`config.mk`:
```
export PLATFORM = sky130hd
export DESIGN_NAME = powerup_scheduler
export DESIGN_NICKNAME = d
export VERILOG_FILES = /design/src/rtl/powerup_scheduler.sv
export SDC_FILE = /design/constraint.sdc
export NUM_CORES = 1
export LEC_CHECK = 0
export ABC_AREA = 1
export BUFFER_PORTS_ARGS = -buffer_cell sky130_fd_sc_hd__buf_2
export CORE_MARGIN = 2
export CORE_UTILIZATION = 60
export CTS_CLUSTER_SIZE = 10
export DETAILED_ROUTE_END_ITERATION = 10
export PLACE_DENSITY = 0.81
export SYNTH_ARGS = -nofsm -noshare
export SYNTH_HDL_FRONTEND = slang
export SYNTH_SLANG_ARGS = --single-unit
```
`constraint.sdc`:
```
create_clock -name clk -period 1.9 [get_ports clk]
set_clock_uncertainty 0.15 [all_clocks]
set_input_delay 0.475 -clock clk [delete_from_list [all_inputs] [get_ports clk]]
set_output_delay 0.475 -clock clk [all_outputs]
set_load 0.005 [all_outputs]
```
`src/rtl/powerup_scheduler.sv`:
```
// Power-up timers for large-board and speed-up, driving the display light_state.
// Optional blink of warning-phase lights: define POWERUP_BLINK_EN.
module powerup_scheduler #(
    parameter int unsigned TICK_DIV  = 50_000_000,
    parameter int unsigned LARGE_SEC = 10,
    parameter int unsigned SPEED_SEC = 8,
    parameter int unsigned WARN_SEC  = 3,
    parameter int unsigned BLINK_DIV = 12_500_000
) (
    input  logic       clk,
    input  logic       rst,
    input  logic       enable,
    input  logic       clear,
    input  logic       req_large,
    input  logic       req_speed,
    output logic [1:0] light_state,
    output logic [3:0] large_left,
    output logic [3:0] speed_left,
    output logic       large_expired,
    output logic       speed_expired
);

    localparam int unsigned   PW       = $clog2(TICK_DIV);
    localparam logic [PW-1:0] TICK_MAX = PW'(TICK_DIV - 1);
    localparam int unsigned   MIN_SEC  = (LARGE_SEC < SPEED_SEC) ? LARGE_SEC : SPEED_SEC;
    localparam logic [3:0]    DUR_L    = 4'(LARGE_SEC);
    localparam logic [3:0]    DUR_S    = 4'(SPEED_SEC);
    localparam logic [3:0]    WARN_L   = 4'(WARN_SEC);

    if (TICK_DIV < 2) begin : g_bad_tick
        $error("powerup_scheduler: TICK_DIV must be >= 2");
    end
    if (LARGE_SEC < 1 || LARGE_SEC > 15) begin : g_bad_large
        $error("powerup_scheduler: LARGE_SEC must be in 1..15");
    end
    if (SPEED_SEC < 1 || SPEED_SEC > 15) begin : g_bad_speed
        $error("powerup_scheduler: SPEED_SEC must be in 1..15");
    end
    if (WARN_SEC < 1 || WARN_SEC >= MIN_SEC) begin : g_bad_warn
        $error("powerup_scheduler: WARN_SEC must be in 1..min(LARGE_SEC,SPEED_SEC)-1");
    end
    if (BLINK_DIV < 1) begin : g_bad_blink
        $error("powerup_scheduler: BLINK_DIV must be >= 1");
    end

    typedef enum logic [1:0] {S_IDLE, S_ACTIVE, S_WARN} state_t;

    // Index 0 = large board, index 1 = speed up (matches light_state bit order).
    logic [PW-1:0] r_presc, w_presc_nxt;
    logic          w_sec_tick;
    state_t        r_state     [2];
    state_t        w_state_nxt [2];
    logic [3:0]    r_left      [2];
    logic [3:0]    w_left_nxt  [2];
    logic [3:0]    w_dur       [2];
    logic [1:0]    r_expired, w_exp_nxt;
    logic [1:0]    w_req;

    assign w_req      = {req_speed, req_large};
    assign w_dur[0]   = DUR_L;
    assign w_dur[1]   = DUR_S;
    assign w_sec_tick = enable && (r_presc == TICK_MAX);

    always_comb begin
        w_presc_nxt = r_presc;
        if (clear) begin
            w_presc_nxt = '0;
        end else if (enable) begin
            w_presc_nxt = w_sec_tick ? '0 : r_presc + PW'(1);
        end
    end

    always_comb begin
        w_exp_nxt = '0;
        for (int unsigned i = 0; i < 2; i++) begin
            w_state_nxt[i] = r_state[i];
            w_left_nxt[i]  = r_left[i];
            if (clear) begin
                w_state_nxt[i] = S_IDLE;
                w_left_nxt[i]  = '0;
            end else if (w_req[i]) begin
                w_state_nxt[i] = S_ACTIVE;
                w_left_nxt[i]  = w_dur[i];
            end else if (w_sec_tick) begin
                unique case (r_state[i])
                    S_ACTIVE: begin
                        w_left_nxt[i] = r_left[i] - 4'd1;
                        if (r_left[i] - 4'd1 == WARN_L) w_state_nxt[i] = S_WARN;
                    end
                    S_WARN: begin
                        if (r_left[i] > 4'd1) begin
                            w_left_nxt[i] = r_left[i] - 4'd1;
                        end else begin
                            w_state_nxt[i] = S_IDLE;
                            w_left_nxt[i]  = '0;
                            w_exp_nxt[i]   = 1'b1;
                        end
                    end
                    default: ;
                endcase
            end
        end
    end

    always_ff @(posedge clk) begin
        if (rst) begin
            r_presc   <= '0;
            r_expired <= '0;
            for (int unsigned i = 0; i < 2; i++) begin
                r_state[i] <= S_IDLE;
                r_left[i]  <= '0;
            end
        end else begin
            r_presc   <= w_presc_nxt;
            r_expired <= w_exp_nxt;
            for (int unsigned i = 0; i < 2; i++) begin
                r_state[i] <= w_state_nxt[i];
                r_left[i]  <= w_left_nxt[i];
            end
        end
    end

    assign large_left    = r_left[0];
    assign speed_left    = r_left[1];
    assign large_expired = r_expired[0];
    assign speed_expired = r_expired[1];

`ifdef POWERUP_BLINK_EN
    localparam int unsigned   BW        = (BLINK_DIV > 1) ? $clog2(BLINK_DIV) : 1;
    localparam logic [BW-1:0] BLINK_MAX = BW'(BLINK_DIV - 1);

    logic [BW-1:0] r_blink_cnt;
    logic          r_phase;
    logic          w_any_warn, w_blink_restart;

    // Phase restarts "on" whenever a timer enters WARN or is reloaded.
    always_comb begin
        w_any_warn      = 1'b0;
        w_blink_restart = 1'b0;
        for (int unsigned i = 0; i < 2; i++) begin
            if (r_state[i] == S_WARN) w_any_warn = 1'b1;
            if (w_state_nxt[i] == S_WARN && r_state[i] != S_WARN) w_blink_restart = 1'b1;
            if (w_req[i] && !clear) w_blink_restart = 1'b1;
        end
    end

    always_ff @(posedge clk) begin
        if (rst || w_blink_restart || !w_any_warn) begin
            r_blink_cnt <= '0;
            r_phase     <= 1'b1;
        end else if (enable) begin
            if (r_blink_cnt == BLINK_MAX) begin
                r_blink_cnt <= '0;
                r_phase     <= ~r_phase;
            end else begin
                r_blink_cnt <= r_blink_cnt + BW'(1);
            end
        end
    end

    always_comb begin
        light_state = '0;
        for (int unsigned i = 0; i < 2; i++) begin
            light_state[i] = (r_state[i] == S_WARN) ? r_phase : (r_state[i] != S_IDLE);
        end
    end
`else
    always_comb begin
        light_state = '0;
        for (int unsigned i = 0; i < 2; i++) begin
            light_state[i] = (r_state[i] != S_IDLE);
        end
    end
`endif

endmodule

```
-- Word-level counts from Yosys, hierarchy flattened
Memory sizes are Yosys's and may differ from the RTL's.
Index checks and enable logic that the tools add are counted.
- bits in registers: 28
- bits in writable memories: 12
- bits of input ports: 6
- output and inout bits: 12
- logic and storage cells: 62
- memories kept: 2
- add/subtract/negate cells: 3
- order comparisons: 2
- eq/ne operators: 7
- multiplexer cells: 32
- bitwise operators: 7
- reduce and logical (&&, ||, !) cells: 6
- memory list (memory ; words ; width ; read ports ; clocked after memory_dff ; wr ports ; line ; RTL):
    r_left ; 2 ; 4 ; 2 ; 0 ; 2 ; 53 ; logic [3:0] r_left [2];
    r_state ; 2 ; 2 ; 2 ; 0 ; 2 ; 51 ; state_t r_state [2];
- operator list (kind ; count):
    4-bit 2-to-1 mux ; 10
    26-bit by 1-bit adder with 26-bit output (second input constant) ; 1
    26-bit == test (second input constant) ; 1
    26-bit 2-to-1 mux ; 1
    2-bit 2-to-1 mux ; 12
    4-bit case mux with 2 select lines ; 2
    5-bit OR reduction ; 2
    4-bit by 2-bit == test with 1-bit output (second input constant) ; 2
    4-bit by 1-bit greater-than comparator with 1-bit output (second input constant) ; 2
    2-bit case mux with 2 select lines ; 2
    4-bit by 1-bit subtractor with 4-bit output (second input constant) ; 2
    1-bit 2-to-1 mux ; 5
    2-bit by 1-bit == test with 1-bit output (second input constant) ; 2
    2-bit == test (second input constant) ; 2
    1-bit bitwise OR ; 4
    2-bit nonzero test ; 2
    1-bit inverter ; 3
    2-bit OR reduction ; 1
    1-bit logical AND ; 1

-- Depth between registers and ports, before layout
Gate-level depths: netlist (run 1).
An unclocked memory read counts as a cell.
- depth after elaboration: 9
- gate-level depth with buffers: 12
- gate-level depth less buffers: 12

-- Worst setup path after synthesis (run 1)
OpenSTA, ideal clock, no wires.
- kind: register -> register
- start point: register r_presc[0]
- end point: register r_presc[14]
- setup time: 0.122 ns
- data arrival time: 1.442 ns
- required time: 1.628 ns
- setup slack: 0.185 ns
- stages on the path, launching flop included: 12
- path buffers: 1
- period minus slack after synthesis: 1.715 ns
- path through: dfxtp_1 > ha_1 > nand2_1 > nor2_2 > nand2_1 > nor2_2 > nand2_4 > nand2_4 > inv_4 > buf_6 > o21ai_2 > a21oi_1
- word-level cells in the longest chain between the ends: 3
- elaborated cells on any way between the ends: 4
- classes of those cells: 1 x add/sub; 1 x eq/ne; 1 x mux; 1 x reduce/logical
- ends and longest elaborated chain (what ; line ; RTL):
    start, declared ; 49 ; logic [PW-1:0] r_presc, w_presc_nxt;
    start signal, assigned ; 114 ; r_presc <= w_presc_nxt;
    branches (longest 2 deep; another with 26-bit by 1-bit adder with 26-bit output) ; -- ;
    26-bit 2-to-1 mux (*) ; 69 ; w_presc_nxt = w_sec_tick ? '0 : r_presc + PW'(1);
Every way passes the cells marked *.
A chain may end at the register's enable or synchronous reset.

==> flow_summary.ini, run 1 <==
[timing]
max_freq_mhz = 555
fin_crit_sh_pct = 94.8
tns_ns = 0
setup-violations-final = 0
tightestPinTransition_ns = 0.324
setup_ws_ns = 0.0990
slew_headroom_pct = 78.2
final_hold_viol_count = 0
slew_violations = 0
fin_crit_ns = 1.80

[clock_tree]
clk_pin_slew_ns = 0.08
cts_max_level = 2
cts_root_buf = clkbuf_8
cts_buffer_depth = 2
clk_latency_ns = 0.28
clock_sinks = 40
tritoncts = yes
postCtsHoldBufs = 0
cts_buffers = 5

[final_layout]
stdcell_area_um2 = 2700
fin_nets = 409
fin_cells = 440
drive_above_1_share_pct = 16.3
n_antenna_cell = 0
syn_to_final_growth_pct = 14.4

[setup_path]
endpoint_kind = register
crit_path_max_fanout = 5
r2r-end = r_state[0][2]
reg2reg_from = r_presc[0]
r2r_slack_ns = 0.1
required_ns = 1.92
critical_path_class = reg2reg
start_kind = register
path_buf_inv = 1
path_cells = ha_2 > nand2_2 > nor2_4 > nand2_2 > nor2_4 > nand2_4 > buf_4 > nor2_1 > nand2_1 > nand2_1 > a21oi_1
max_stage_delay_ns = 0.36
crit_path_top_delay_cell = dfxtp_2
worstRegToRegCells = 11
arrival_ns = 1.82
critPathTopFamily = simple AND/OR/NAND/NOR gates

[floorplan]
start_util_pct = 63.4
die_y_um = 66.7
num_rows = 22
die_x_um = 66.7
die-area_um2 = 4450
num_io_pins = 18
core_um2 = 3720

[outcome]
status = complete, no violations

[job]
max_cap_viol_count = 0

[route]
vias = 2282
top_layer = met4
drt_first_pass_iters = 4
drc = 0
viasPerCell = 5.19
wl_met2_um = 2360
met1_length_um = 2270
drt_wl_total_um = 4870
drt_iter0_markers = 124
ant_nets = 0
wl_met3_um = 188
wl_per_cell_um = 11.1

[hold_path]
hold-path-cell-count = 1
min_to = r_presc[0]
hold_class = reg2reg
min-delay-start = r_presc[0]

[power_and_ir_drop]
p_per_area_nw_per_um2 = 562
p_int_mw = 1.17
p_sw_mw = 0.342
switching_share_pct = 22.6
p_clk_share_pct = 37.9
p_comb_share_pct = 6.0
p_leak_nw = 1.17
p_seq_share_pct = 56.2
irDropWorstVdd_uv = 401

[synth]
syn_area_um2 = 2360
syn_area_per_cell_um2 = 6.55
synthesis.nets = 378
ys_ff_latch = 40
yosysSeqAreaShare_pct = 34.0
yosysUniqueCellTypes = 29
ys.warnings.count = 0
synthCells = 360

[grt]
grt_max_degree = 15
grt_usage_pct = 23.7
grt_pass1_wl_um = 8150
grt_antenna_before_repair = 0
overflow = 0
grt_pass1_vias = 1957

[place]
dp_hpwl_um = 3720
pre_cts_ws_ns = 0.0313
port_buffers = 17
dp_cells = 429
dpl-instance-area_um2 = 2530
gp_routability_congestion = 0.868
## through the flow
step / hold slack, ns / util, % / power, mW
floorplan: 0.285 / - / 0.927
global placement: 0.295 / 68.0 / 0.956
detailed placement: 0.310 / 68.0 / 0.958
CTS: 0.315 / 70.5 / 1.52
global route: 0.327 / 72.6 / 1.57
finish: 0.317 / 72.6 / 1.52
## cells by family (layout without fill, tap and decap cells)
kind of cell	count (synthesis)	after routing	share of synthesized area, %
AOI/OAI and AO/OA	45	45	10.2
xor gates and xnor gates	1	1	0.372
adders and majority gates	12	12	6.37
buffers and inverters	68	99	11.3
DFF	40	40	34.0
and+or+nand+nor	194	195	37.8
## layout make-up
| cell class | instances | area (um2) |
|---|---|---|
| multi-input combinational | 253 | 1350 |
| fill | 323 | 1020 |
| sequential | 40 | 803 |
| inverter | 67 | 254 |
| timing repair buffer | 24 | 138 |
| clock buffer | 8 | 90.1 |
| tap | 48 | 60.1 |
## routing by layer
metal	up-vias	track usage (%)
li1	1196	-
met1	1038	28.2
met2	42	42.5
met3	6	5.24
met4	0	6.38
met5	-	0
## power by group through the flow
stage                     clock (mW)  sequential [mW]  combinational [mW]
after global routing           0.615            0.852               0.103
after CTS                      0.585            0.851              0.0879
final                          0.574            0.851              0.0903
after detailed placement           0            0.871              0.0874
after global placement             0            0.870              0.0856
after floorplan                    0            0.869              0.0579
## cells in the mapped netlist (all sizes together)
cell / count / area [um2]
nand3b: 1 / 7.51
o21a: 1 / 7.51
or2: 2 / 12.5
buf: 1 / 11.3
dfxtp: 40 / 801
nor2: 66 / 293
a21oi: 23 / 115
nand3: 28 / 145
o21bai: 1 / 7.51
o31ai: 1 / 7.51
xor2: 1 / 8.76
inv: 67 / 254
nor4: 3 / 18.8
nand4: 2 / 18.8
o21ai: 19 / 103
nor3b: 1 / 7.51
nand2: 75 / 304
nor3: 16 / 85.1
ha: 12 / 150
## cell usage in the layout (no fill, tap or decap)
cell       n
nand2_8    1
inv_2      1
nand4_1    1
nor2_4     6
ha_1      11
nand3b_1   1
o31ai_1    1
nor3_4     1
nor2_2     7
o21a_1     1
nand3_2    2
inv_4      1
o21ai_2    2
nor3_1    15
dfxtp_1   38
buf_2     17
o21ai_0   17
ha_2       1
nand2_1   67
xor2_1     1
nor4_1     3
o21bai_1   1
dfxtp_2    2
nor3b_1    1
clkbuf_1   2
a21oi_1   23
nand2_2    6
inv_1     65
nor2_1    54
nand4_4    1
or2_2      2
nand3_1   26
nand2_4    1
clkbuf_8   6
buf_4      7
## state kept, by name, summed over array words and instances, names as in the netlist
name	count
r_left	8
r_expired	2
r_presc	26
r_state	4
## worst max-delay path by stage
stage	from	endpoint	slack [ns]	cells after the start
detailed placement	r_presc[0]	r_presc[9]	0.03	10
global route	r_presc[3]	r_presc[25]	-0.03	9
CTS	r_presc[0]	r_presc[9]	0.02	10
global placement	r_presc[0]	r_presc[9]	0.11	10
floorplan	r_presc[0]	r_presc[14]	0.19	11
finish	r_presc[0]	r_state[0][2]	0.1	11
## worst reg2reg max path: stages (launching register included)
cell	delay (ns)
dfxtp_2	0.36
ha_2	0.19
nand2_2	0.09
nor2_4	0.16
nand2_2	0.08
nor2_4	0.11
nand2_4	0.12
buf_4	0.16
nor2_1	0.09
nand2_1	0.06
nand2_1	0.06
a21oi_1	0.05
## repair_timing
| action | 4_1_cts | 5_1_grt |
|---|---|---|
| setup endpoints to repair | 0 | 25 |
| hold endpoints to repair | 0 | 0 |
| resized for setup | 0 | 14 |
| buffers inserted | 0 | 2 |
(Power assumes the default switching activity.)
==> run 2, diff against run 1 <==
- CORE_UTILIZATION: 60 -> 64
- PLACE_DENSITY: 0.81 -> 0.85
- clock period: 1.9 -> 2.1 ns (I/O delays scaled with it)
==> run 2 against run 1 <==
Register-to-register slack better by 0.08 ns. Via count is 2.4% lower. Cell count is 1.4% lower.
==> flow_summary.ini, run 2 (synthesized netlist as in run 1, its figures left out) <==
[hold_path]
hold_class = reg2reg

[grt]
grt_pass1_vias = 2053
grt_pass1_wl_um = 8630
grt_antenna_before_repair = 0
use_met1_pct = 31.1
grt_usage_pct = 26.2
busiest_layer = met2
grt_max_degree = 15
overflow = 0
grtUsageMet3_pct = 5.38
gr-usage-met2_pct = 46.9

[final_layout]
reg_top3 = r_presc x26, r_left x8, r_state x4
regMostFlops = r_presc
syn_to_final_growth_pct = 10.4
n_antenna_cell = 0
fill_cells = 310
fin_nets = 404
final_cell_mix = 70 x nand2_1, 65 x inv_1, 55 x nor2_1
largest_reg_flops = 26
stdcell_area_um2 = 2600
drive_above_1_share_pct = 13.2
final_common_cell = nand2_1

[setup_path]
max_stage_delay_ns = 0.38
crit_path_top_delay_cell = dfxtp_1
start_kind = register
path_buf_inv = 0
crit_path_max_fanout = 7
endpoint_kind = register
required_ns = 2.14
critical_path_class = reg2reg
arrival_ns = 1.96
path_cells = ha_1 > nand2_1 > nor2_2 > nand2_1 > nor2_2 > nand2_4 > nor2_4 > o21ai_0 > o21ai_0 > nor2_1
critPathTopFamily = simple AND/OR/NAND/NOR gates

[timing]
fin_crit_sh_pct = 91.3
tns_ns = 0
setup-violations-final = 0
slew_violations = 0
final_hold_viol_count = 0
rsz0062_at_grt = false
fin_crit_ns = 1.92
tightestPinTransition_ns = 0.329
max_freq_mhz = 521
setup_ws_ns = 0.182
slew_headroom_pct = 78.0

[floorplan]
num_io_pins = 18
start_util_pct = 65.4
die-area_um2 = 4180
die_y_um = 64.7
num_rows = 22
die_x_um = 64.7
core_um2 = 3610

[place]
dp_hpwl_um = 3710
gp_routability_congestion = 0.866
port_buffers = 17
dpl-instance-area_um2 = 2510
pre_cts_ws_ns = 0.172

[clock_tree]
clock_sinks = 40
cts_buffer_depth = 2
cts_max_level = 2
ctsResizeCount = 0
postCtsSetupBuffers = 0
cts_root_buf = clkbuf_8
cts_buffers = 5
tritoncts = yes
clk_pin_slew_ns = 0.08
clk_latency_ns = 0.30
postCtsHoldBufs = 0

[route]
vias = 2227
drt_wl_total_um = 4850
viasPerCell = 5.13
drt_first_pass_iters = 5
drc = 0
ant_nets = 0
drt_iter0_markers = 145
wl_per_cell_um = 11.2

[outcome]
status = complete, no violations

[job]
max_cap_viol_count = 0

[power_and_ir_drop]
p_leak_nw = 1.13
p_per_area_nw_per_um2 = 512
irDropWorstVdd_uv = 407
total_power_mw = 1.33
==> run 2: changes by cell type in the layout (fill, tap and decap cells not counted), moves of 2 or more <==
cell and change:
buf_4 -4, nand2_1 +3, nand2_2 -3, dfxtp_1 +2
dfxtp_2 -2, nor2_4 -2
==> run 2: routing by layer <==
metal / wire [um] / up-vias
li1: - / 1179
met1: 2210 / 990
met2: 2390 / 53
met3: 199 / 5
met4: 44 / 0
met5: 0 / -
==> run 2: cell type report <==
cell class                      instances  area, um2  area share (%)
Clock buffer                            6       72.6            2.79
Multi-Input combinational cell        252       1300            50.0
Timing Repair Buffer                   20        108            4.13
Sequential cell                        40        801            30.8
Clock inverter                          1       5.00           0.192
Tap cell                               48       60.1            2.31
Inverter                               67        254            9.76
==> run 2: per-stage QoR <==
stage	hold WS, ns	std cells	utilization, %
after floorplan	0.285	360	-
after global placement	0.296	427	69.7
after detailed placement	0.303	427	69.7
after CTS	0.315	434	71.9
after global routing	0.329	434	72.2
final	0.315	434	72.2
==> run 2: worst paths after layout <==
| kind | startpoint | end | slack [ns] | cells after the start |
|---|---|---|---|---|
| setup / recovery | r_presc[0] | r_left[0][5] | 0.18 | 10 |
| hold / removal | r_presc[5] | r_presc[5] | 0.32 | 2 |
| setup reg to reg | r_presc[0] | r_left[0][5] | 0.18 | 10 |
| hold reg to reg | r_presc[5] | r_presc[5] | 0.32 | 2 |
==> run 2: worst min-delay path, delay by kind of cell (launching register included) <==
| family | cells | cell delay (ns) |
|---|---|---|
| buffers and inverters | 1 | 0.05 |
| DFF | 1 | 0.32 |
| AOI/OAI and AO/OA | 1 | 0.05 |
==> run 2: where the power goes <==
part           leakage (nW)  total [mW]  internal [mW]  switching [mW]
registers             0.323       0.770          0.764         0.00610
logic                 0.764      0.0777         0.0277          0.0500
clock network        0.0410       0.486          0.226           0.260
==> run 3, diff against run 2 <==
- PLACE_DENSITY: 0.85 -> unset
- PLACE_DENSITY_LB_ADDON: unset -> 0.3
- clock period: 2.1 -> 2.5 ns (I/O delays scaled with it)
==> run 3 against run 2 <==
Global-route usage decreased by 0.69 points. Clock power decreased by 10%. Wire length decreased by 0.78%. Design area decreased by 0.53%. Critical path depth decreased by 1. Register-to-register slack improved by 0.34 ns. Largest cell class unchanged.
==> flow_summary.ini, run 3 (synthesized netlist as in run 1, its figures left out) <==
[outcome]
status = complete, no violations

[route]
drc = 0
drt_iter0_markers = 131
drt_wl_total_um = 4810
vias = 2241
ant_nets = 0
viasPerCell = 5.18
drt_first_pass_iters = 4
wl_per_cell_um = 11.1

[final_layout]
fin_nets = 402
largest_reg_flops = 26
final_cell_mix = 70 x nand2_1, 65 x inv_1, 56 x nor2_1
regMostFlops = r_presc
final_common_cell = nand2_1
n_antenna_cell = 0
drive_above_1_share_pct = 12.5
syn_to_final_growth_pct = 9.82
reg_top3 = r_presc x26, r_left x8, r_state x4

[clock_tree]
postCtsSetupBuffers = 0
clk_latency_ns = 0.30
cts_buffers = 5
tritoncts = yes
clock_sinks = 40
cts_root_buf = clkbuf_8
clk_pin_slew_ns = 0.08
cts_max_level = 2
postCtsHoldBufs = 0
ctsResizeCount = 0
cts_buffer_depth = 2

[setup_path]
start_kind = register
r2r_slack_ns = 0.53
endpoint_kind = register
arrival_ns = 2.06
critical_path_class = reg2reg
worstRegToRegCells = 9
reg2reg_from = r_presc[0]
r2r-end = r_presc[24]
crit_path_max_fanout = 5
required_ns = 2.59

[place]
dp_hpwl_um = 3700
port_buffers = 17
gp_routability_congestion = 0.862

[floorplan]
num_rows = 22
die-area_um2 = 4180
start_util_pct = 65.4
num_io_pins = 18
core_um2 = 3610
die_x_um = 64.7
die_y_um = 64.7

[timing]
max_freq_mhz = 507
slew_violations = 0
setup-violations-final = 0
tightestPinTransition_ns = 0.299
fin_crit_ns = 1.97
slew_headroom_pct = 80.1
final_hold_viol_count = 0
rsz0062_at_grt = false
fin_crit_sh_pct = 78.9
tns_ns = 0

[grt]
grt_max_degree = 15
grt_pass1_vias = 1990
grt_pass1_wl_um = 8380
overflow = 0
grt_antenna_before_repair = 0
grt_usage_pct = 25.5

[hold_path]
hold_class = reg2reg
min_to = r_presc[5]
min-delay-start = r_presc[5]
hold-path-cell-count = 2

[power_and_ir_drop]
p_per_area_nw_per_um2 = 443
total_power_mw = 1.15
irDropWorstVdd_uv = 438
p_leak_nw = 1.12

[job]
max_cap_viol_count = 0
run 3: area by class of cell:
| type | count | area, um2 |
|---|---|---|
| sequential | 40 | 801 |
| multi-input combinational | 252 | 1290 |
| fill | 316 | 1020 |
| timing repair buffer | 18 | 92.6 |
| tap | 48 | 60.1 |
| inverter | 67 | 254 |
| clock buffer | 8 | 90.1 |
run 3: worst max-delay path by stage:
stage	from	endpoint	slack, ns	cells after the start
floorplan	enable	r_presc[14]	0.77	10
global placement	enable	r_presc[9]	0.55	10
detailed placement	enable	r_presc[9]	0.48	10
CTS	r_presc[0]	r_presc[24]	0.56	9
global route	r_presc[0]	r_presc[22]	0.37	9
finish	r_presc[0]	r_presc[24]	0.53	9
run 3: metrics by stage:
stage	std cells	setup slack (ns)	hold slack, ns	cell area (um2)	utilization (%)
after floorplan	360	0.770	0.285	2360	-
after global placement	425	0.548	0.296	2500	69.3
after detailed placement	425	0.479	0.302	2500	69.3
after CTS	433	0.558	0.313	2590	71.8
after global routing	433	0.371	0.322	2590	71.8
final	433	0.526	0.314	2590	71.8
run 3: critical path, cell delays in order (launching register included):
cell and delay (ns):
dfxtp_1 0.38, ha_1 0.19, nand2_1 0.12, nor2_2 0.16, nand4_2 0.20, nor2_1 0.24
nand2_1 0.14, o21ai_0 0.19, nand2_1 0.07, nor2_1 0.08
run 3: power by group:
group / switching, mW / internal (mW)
Sequential: 0.00536 / 0.642
Clock: 0.212 / 0.225
Combinational: 0.0413 / 0.0226
Total: 0.258 / 0.889
run 3: per-layer routing:
| layer | track usage [%] | vias up | part of all wire (%) |
|---|---|---|---|
| li1 | - | 1182 | - |
| met1 | 31.1 | 1012 | 47 |
| met2 | 44.0 | 41 | 47 |
| met3 | 4.86 | 6 | 4.0 |
| met4 | 10.6 | 0 | 1.7 |
| met5 | 0 | - | 0 |
